`src/rtl/link_supervisor.sv`:
```
// Arming / failsafe sequencer between the RC channel decoder and the motor/steer stages.
// Watches per-channel capture activity for signal loss. Arming needs a run of
// neutral-throttle power frames. Power, steer and brake are forced to safe values
// whenever the sequencer is not ARMED.
module link_supervisor #(
  parameter int K_NCHAN      = 4,
  parameter int K_RES        = 10,
  parameter int K_TIMEOUT    = 25,
  parameter int K_ARM_FRAMES = 10,
  parameter int K_NEUTRAL    = 16
) (
  input  logic               i_clk,
  input  logic               i_rst_n,
  input  logic               i_timebase,
  input  logic [K_NCHAN-1:0] i_capture_done,
  input  logic               i_power_valid,
  input  logic               i_enable,
  input  logic [K_RES-1:0]   i_power,
  input  logic [K_RES-1:0]   i_steer,
  input  logic               i_brake,
  output logic [K_RES-1:0]   o_power,
  output logic [K_RES-1:0]   o_steer,
  output logic               o_brake,
  output logic               o_armed,
  output logic               o_failsafe,
  output logic               o_link_ok
);

  localparam int CW = $clog2(K_TIMEOUT + 1);
  localparam int FW = $clog2(K_ARM_FRAMES + 1);
  localparam logic [CW-1:0]    T_MAX  = CW'(K_TIMEOUT);
  localparam logic [FW-1:0]    F_MAX  = FW'(K_ARM_FRAMES);
  localparam logic [K_RES-1:0] S_MAX  = {1'b0, {(K_RES-1){1'b1}}};
  localparam logic [K_RES-1:0] S_MIN  = {1'b1, {(K_RES-1){1'b0}}};
  localparam logic [K_RES-1:0] NEUT_T = K_RES'(K_NEUTRAL);

  typedef enum logic [1:0] {
    DISARMED = 2'd0,
    ARMING   = 2'd1,
    ARMED    = 2'd2,
    FAILSAFE = 2'd3
  } state_t;

  logic [CW-1:0]    cnt_r [K_NCHAN];
  logic [K_NCHAN-1:0] lost_s;
  logic             link_ok_s;
  logic [K_RES-1:0] abs_s;
  logic             neutral_s;
  state_t           state_r;
  state_t           next_s;
  logic [FW-1:0]    fcnt_r;
  logic [FW-1:0]    fcnt_next_s;

  // Per-channel silence counters; preset to the timeout so the link starts as lost.
  always_ff @(posedge i_clk or negedge i_rst_n) begin
    if (!i_rst_n) begin
      for (int i = 0; i < K_NCHAN; i++) cnt_r[i] <= T_MAX;
    end else begin
      for (int i = 0; i < K_NCHAN; i++) begin
        if (i_capture_done[i]) begin
          cnt_r[i] <= {CW{1'b0}};
        end else if (i_timebase && (cnt_r[i] != T_MAX)) begin
          cnt_r[i] <= cnt_r[i] + CW'(1);
        end else begin
          cnt_r[i] <= cnt_r[i];
        end
      end
    end
  end

  // A channel is lost once its counter has saturated.
  always_comb begin
    lost_s = {K_NCHAN{1'b0}};
    for (int i = 0; i < K_NCHAN; i++) lost_s[i] = (cnt_r[i] == T_MAX);
  end

  assign link_ok_s = ~|lost_s;

  // Throttle magnitude; the most negative code saturates instead of wrapping to itself.
  always_comb begin
    if (!i_power[K_RES-1]) begin
      abs_s = i_power;
    end else if (i_power == S_MIN) begin
      abs_s = S_MAX;
    end else begin
      abs_s = ~i_power + K_RES'(1);
    end
  end

  assign neutral_s = (abs_s < NEUT_T);

  // Next-state decode: disable beats link loss, link loss beats everything else.
  always_comb begin
    next_s      = state_r;
    fcnt_next_s = fcnt_r;
    case (state_r)
      DISARMED: begin
        if (link_ok_s && i_enable && i_power_valid && neutral_s) begin
          fcnt_next_s = FW'(1);
          next_s      = (K_ARM_FRAMES == 1) ? ARMED : ARMING;
        end else begin
          next_s = DISARMED;
        end
      end
      ARMING: begin
        if (!i_enable || !link_ok_s) begin
          next_s = DISARMED;
        end else if (i_power_valid && !neutral_s) begin
          next_s = DISARMED;
        end else if (i_power_valid) begin
          fcnt_next_s = fcnt_r + FW'(1);
          next_s      = ((fcnt_r + FW'(1)) == F_MAX) ? ARMED : ARMING;
        end else begin
          next_s = ARMING;
        end
      end
      ARMED: begin
        if (!i_enable) begin
          next_s = DISARMED;
        end else if (!link_ok_s) begin
          next_s = FAILSAFE;
        end else begin
          next_s = ARMED;
        end
      end
      FAILSAFE: begin
        // Recovery waits for a tick seen with the link healthy; never straight back to ARMED.
        if (!i_enable) begin
          next_s = DISARMED;
        end else if (link_ok_s && i_timebase) begin
          next_s = DISARMED;
        end else begin
          next_s = FAILSAFE;
        end
      end
      default: begin
        next_s      = DISARMED;
        fcnt_next_s = {FW{1'b0}};
      end
    endcase
  end

  // State, frame counter and gated outputs, all registered from the next state.
  always_ff @(posedge i_clk or negedge i_rst_n) begin
    if (!i_rst_n) begin
      state_r    <= DISARMED;
      fcnt_r     <= {FW{1'b0}};
      o_power    <= {K_RES{1'b0}};
      o_steer    <= {K_RES{1'b0}};
      o_brake    <= 1'b1;
      o_armed    <= 1'b0;
      o_failsafe <= 1'b0;
      o_link_ok  <= 1'b0;
    end else begin
      state_r    <= next_s;
      fcnt_r     <= fcnt_next_s;
      o_armed    <= (next_s == ARMED);
      o_failsafe <= (next_s == FAILSAFE);
      o_link_ok  <= link_ok_s;
      if (next_s == ARMED) begin
        o_power <= i_power;
        o_steer <= i_steer;
        o_brake <= i_brake;
      end else begin
        o_power <= {K_RES{1'b0}};
        o_steer <= {K_RES{1'b0}};
        o_brake <= 1'b1;
      end
    end
  end

endmodule
```
`config.mk`:
```
export PLATFORM = sky130hd
export DESIGN_NAME = link_supervisor
export DESIGN_NICKNAME = d
export VERILOG_FILES = /design/src/rtl/link_supervisor.sv
export SDC_FILE = /design/constraint.sdc
export NUM_CORES = 1
export LEC_CHECK = 0
export BUFFER_PORTS_ARGS = -buffer_cell sky130_fd_sc_hd__buf_2
export CORE_UTILIZATION = 40
export CTS_CLUSTER_SIZE = 30
export DETAILED_ROUTE_END_ITERATION = 7
export GPL_TIMING_DRIVEN = 0
export PLACE_DENSITY = 0.71
export SKIP_LAST_GASP = 1
export SYNTH_ARGS = -nofsm -noshare
export SYNTH_HDL_FRONTEND = slang
export SYNTH_SLANG_ARGS = --single-unit
export TNS_END_PERCENT = 5
```
`constraint.sdc`:
```
create_clock -name i_clk -period 5.92 [get_ports i_clk]
set_input_delay 1.48 -clock i_clk [delete_from_list [all_inputs] [get_ports i_clk]]
set_output_delay 1.48 -clock i_clk [all_outputs]
set_load 0.05 [all_outputs]
```
* After elaboration in Yosys (flattened, before gate mapping)
Index checks and enable logic that the tools add are counted.
Word-level totals: register bits after elaboration 50, input bits 30, output and inout port bits 24, logic and storage cells 88
Operators by class: add/sub/neg operators 6, magnitude comparators 1, equality and inequality tests 19, multiplexer cells 28, bitwise logic cells 1, reductions and logical operators 21
Operators with widths (count):
- 2-to-1 mux 10 bit | 4
- 2-to-1 mux 5 bit | 8
- adder 5 x 1 -> 5 bit (second input constant) | 4
- == test 5 bit (second input constant) | 4
- inequality test 5 bit (second input constant) | 4
- 2-to-1 mux 4 bit | 4
- 2-to-1 mux 2 bit | 7
- adder 10 x 1 -> 10 bit (second input constant) | 1
- == test 10 bit (second input constant) | 1
- less-than comparator 10 x 5 -> 1 bit (second input constant) | 1
- inverter 10 bit | 1
- nonzero test 2 bit | 5
- logical AND 1 bit | 9
- == test 2 bit (second input constant) | 4
- inequality test 2 bit (second input constant) | 4
- one-hot mux 2 bit (4 select lines) | 1
- one-hot mux 4 bit (2 select lines) | 1
- AND reduction 5 bit | 1
- adder 4 x 1 -> 4 bit (second input constant) | 1
- == test 4 bit (second input constant) | 1
- OR reduction 4 bit | 1
- zero test 1 bit | 3
- 2-to-1 mux 1 bit | 3
- == test 2 x 1 -> 1 bit (second input constant) | 1
- 2 further kinds | 2

* Logic depth before layout (Yosys ltp)
depth in word-level cells 12, mapped depth 9, gate-level depth less buffers 8

* Worst setup path before layout
OpenSTA, ideal clock, no wires.
path kind input to register, start input i_power[3], end register o_brake, setup time 88 ps, arrival time 2902 ps, required time 5832 ps, slack 2930 ps, cell stages on the path 5, path buffers 0, cells stage by stage nor4_1 or3_4 a311o_1 o32a_4 or3_1
Between the ends: cells in the longest elaborated chain, start to end 12, elaborated cells on any way between the ends 15, those cells by class add/sub: 1; order compare: 1; eq/ne: 2; mux: 7; bitwise: 1; reduce/logical: 3
RTL lines:
- from (decl) | RTL line 18 | input logic [K_RES-1:0] i_power,
- inverter 10 bit | RTL line 86 | abs_s = ~i_power + K_RES'(1);
- adder 10 x 1 -> 10 bit | RTL line 86
- 2-to-1 mux 10 bit | RTL line 83 | end else if (i_power == S_MIN) begin
- 2-to-1 mux 10 bit (*) | RTL line 81 | if (!i_power[K_RES-1]) begin
- less-than comparator 10 x 5 -> 1 bit (*) | RTL line 90 | assign neutral_s = (abs_s < NEUT_T);
- zero test 1 bit | RTL line 108 | end else if (i_power_valid && !neutral_s) begin
- logical AND 1 bit | RTL line 108
- 2-to-1 mux 2 bit | RTL line 108
- 2-to-1 mux 2 bit | RTL line 106 | if (!i_enable || !link_ok_s) begin
- one-hot mux 2 bit (4 select lines) (*) | RTL line 96 | case (state_r)
- == test 2 bit (*) | RTL line 160 | if (next_s == ARMED) begin
- 2-to-1 mux 1 bit (*) | RTL line 160
- to (signal assigned) | RTL line 163 | o_brake <= i_brake;
- to (decl) | RTL line 23 | output logic o_brake,
Mark *: on every way between the ends. The rest lies on a longest branch, timed or not. A chain may end at the register's enable or synchronous reset.

* Worst setup path after layout
start input i_power[8], end register o_brake
Same word-level chain as after synthesis.

==> metrics.csv <==
stage,metric,value,unit
power_and_ir_drop,Worst IR Drop VDD,0.199,mV
global_routing,largest net degree at the start of global routing,51,
clock_network,Clock Tree Root,clkbuf_8,
logic_synthesis,Syn Inst Count,204,
worst_hold_path,Worst Hold Path EP,cnt_r[9]$_DFFE_PN1P_,
job,maxcap violations,0,
setup_path,Critical Path Start Type,primary input,
setup_path,"Arr. time, crit path",3.13,ns
timing,Slew HR,26.2,%
logic_synthesis,post-synthesis sequential area ratio,52.7,%
logic_synthesis,number of synthesized flops with an enable pin,0,
floorplan,Die H,79.5,um
setup_path,endpoint class of the critical path,flip-flop,
finish,area of the multi-input gates,1060,um2
power_and_ir_drop,total power draw,739,uW
place,final HPWL from detailed placement,3360,um
route,wire length per cell,13.5,um
floorplan,Initial Utilization,42.6,%
setup_path,Worst EP required,6.16,ns
timing,RSZ-0062 raised after global routing,no,
logic_synthesis,asr flop ratio synth,100,%
logic_synthesis,Yosys reg bits,50,
global_routing,gr usage total,16.4,%
setup_path,crit path cell chain,"buf_2, nor4_1, nand2_1, a311o_1, o32a_4, or3_1",
clock_network,total CTS buffers,5,
logic_synthesis,post-synth top area share,38.5,%
power_and_ir_drop,Power Dens Cells,257,nW/um2
clock_network,CTS Sinks,50,
timing,setup violators final,0,
timing,post-layout minimum cycle time,2.89,ns
finish,FF/Latch Area,1270,um2
clock_network,Post-CTS Setup Inserts,0,
floorplan,Ports,54,
floorplan,Die Width,79.5,um
logic_synthesis,mean post-synth cell area,11.8,um2
clock_network,CTS resizes,0,
timing,worst hold slack,0.560,ns
global_routing,first-pass GRT wire length,8000,um
floorplan,Rows,27,
run_status,status,"complete, no violations",
timing,setup_tns,0,ns
clock_network,# hold bufs at CTS,0,
finish,design area,2880,um2
timing,Layout Skew,0.0169,ns
route,Final ANT Viol Nets,0,
logic_synthesis,Yosys top cell by area,dfrtp_1,
setup_path,CP Max Fanout,5,
global_routing,antenna violations before repair,0,
logic_synthesis,"top cells by count, synth","37 x dfrtp_1, 20 x nor2_1, 18 x nor3b_2, 14 x nand2_1, 13 x dfstp_2",
logic_synthesis,"Primary FF master, synth",dfrtp_1,
place,placed inst area,2760,um2
finish,number of antenna diodes,0,
logic_synthesis,Synth Cell Area,2400,um2
worst_hold_path,Hold Crit Depth,2,
setup_path,CP Class,primary input to flip-flop,
route,drt first pass iters,4,
timing,final setup margin,3.03,ns
route,vias,1721,
logic_synthesis,most common cell in the netlist,dfrtp_1,
finish,Syn-to-layout area delta,19.6,%
timing,Final Hold Fails,0,
logic_synthesis,top post-synthesis cells by area,"dfrtp_1 39%, dfstp_2 14%, nor3b_2 9.4%",
finish,fillers,496,
place,Placer Congestion,0.739,
clock_network,clk_lat worst skew,0.31,ns
place,IO buf count,53,
floorplan,Die ar.,6320,um2
global_routing,number of global-route vias before repair,1806,
global_routing,total grt overflow,0,
clock_network,Max clock buf depth,2,
route,routed vias/inst,5.11,
power_and_ir_drop,Leak,0.00129,uW
finish,layout cells sized above 1,38.1,%
clock_network,TritonCTS clock tree,built,
place,pre-CTS setup slack,2.71,ns
setup_path,Worst R2R Start,cnt_r[0]$_DFFE_PN1P_,
logic_synthesis,synthesis warning total,0,
setup_path,crit-path max cell delay,0.40,ns
floorplan,core box area,5640,um2
setup_path,flop2flop setup slack,3.62,ns
route,Iter 0 DRT Violations,51,
finish,Nets,304,
setup_path,"Slowest-stage cell, CP",a311o_1,
timing,worst-margin pin slew,1.11,ns
logic_synthesis,Syn Nets,244,
setup_path,Critical R2R Capture,o_power[1]$_DFF_PN0_,
timing,Max Slew Vio Count,0,
logic_synthesis,Synth cell types,41,
worst_hold_path,min-delay src,cnt_r[9]$_DFFE_PN1P_,
clock_network,register clock-pin slew on the reported worst setup and hold paths,0.10,ns
clock_network,H-tree depth,2,
setup_path,r2r worst-path depth,8,
timing,Fmax achieved,346,MHz
timing,Tcrit/Tclk final,48.8,%
route,Residual DRC,0,
route,Routed WL,4540,um
worst_hold_path,min-delay worst type,flip-flop to flip-flop,
==> per-layer routing <==
layer	wire length, um	track usage, %
met5	0	0
met4	65	6.00
met3	327	5.49
met2	2110	26.3
met1	2040	20.4
==> critical path: cells and delay by family <==
family / cells / cell delay, ns
AND/OR/NAND/NOR: 3 / 0.78
buffers and inverters: 1 / 0.11
AO/OA/AOI/OAI: 2 / 0.76
==> power breakdown <==
part           internal (uW)  switching, uW  leakage, uW  total, uW
registers                358           14.0     0.000629        372
logic                   44.3           78.7     0.000599        123
clock network            128            116    0.0000587        244
total                    530            209      0.00129        739
==> cells in the final DEF (no fill, tap or decap), drive strengths merged, types with 10 or more instances in the layout <==
cell type and instances:
nand4 11, buf 58, dfstp 13, nor2 20, ha 10, dfrtp 37
nand2 14, nor3b 24, xor2 12
==> layout make-up <==
type | count | share of cell area (%)
Timing Repair Buffer | 53 | 9.23
Buffer | 7 | 1.52
Tap cell | 72 | 3.13
Clock inverter | 3 | 1.65
Clock buffer | 5 | 2.39
Multi-Input combinational cell | 139 | 36.9
Sequential cell | 50 | 44.1
Inverter | 8 | 1.04
==> metrics by stage <==
stage                     utilization, %  instances
after floorplan                        -        204
after global placement              48.9        329
after detailed placement            48.9        329
after CTS                           51.0        337
after global routing                51.0        337
final                               51.0        337
==> registers in the layout (all words and copies together) (netlist names) <==
name	count
cnt_r	20
o_power	10
o_steer	10
fcnt_r	4
state_r	2
o_armed	1
o_brake	1
o_failsafe	1
o_link_ok	1
==> cells by family after synthesis <==
group	count (synthesis)	synth area share (%)
simple gates	89	25.5
mux	2	0.885
fa+ha+maj	10	5.21
buf+inv	15	3.07
xor+xnor	13	4.74
compound gates	25	7.91
flops	50	52.7
==> worst max path at each step <==
stage                                 to  slack, ns        from
finish                 o_brake$_DFF_PN1_       3.03  i_power[8]
global route        o_power[1]$_DFF_PN0_       2.91  i_power[8]
CTS                 o_steer[2]$_DFF_PN0_       3.04  i_power[8]
detailed placement     o_brake$_DFF_PN1_       2.71  i_power[8]
global placement       o_brake$_DFF_PN1_       2.72  i_power[8]
floorplan              o_brake$_DFF_PN1_       2.93  i_power[3]
Power figures use the tool's default switching activity.
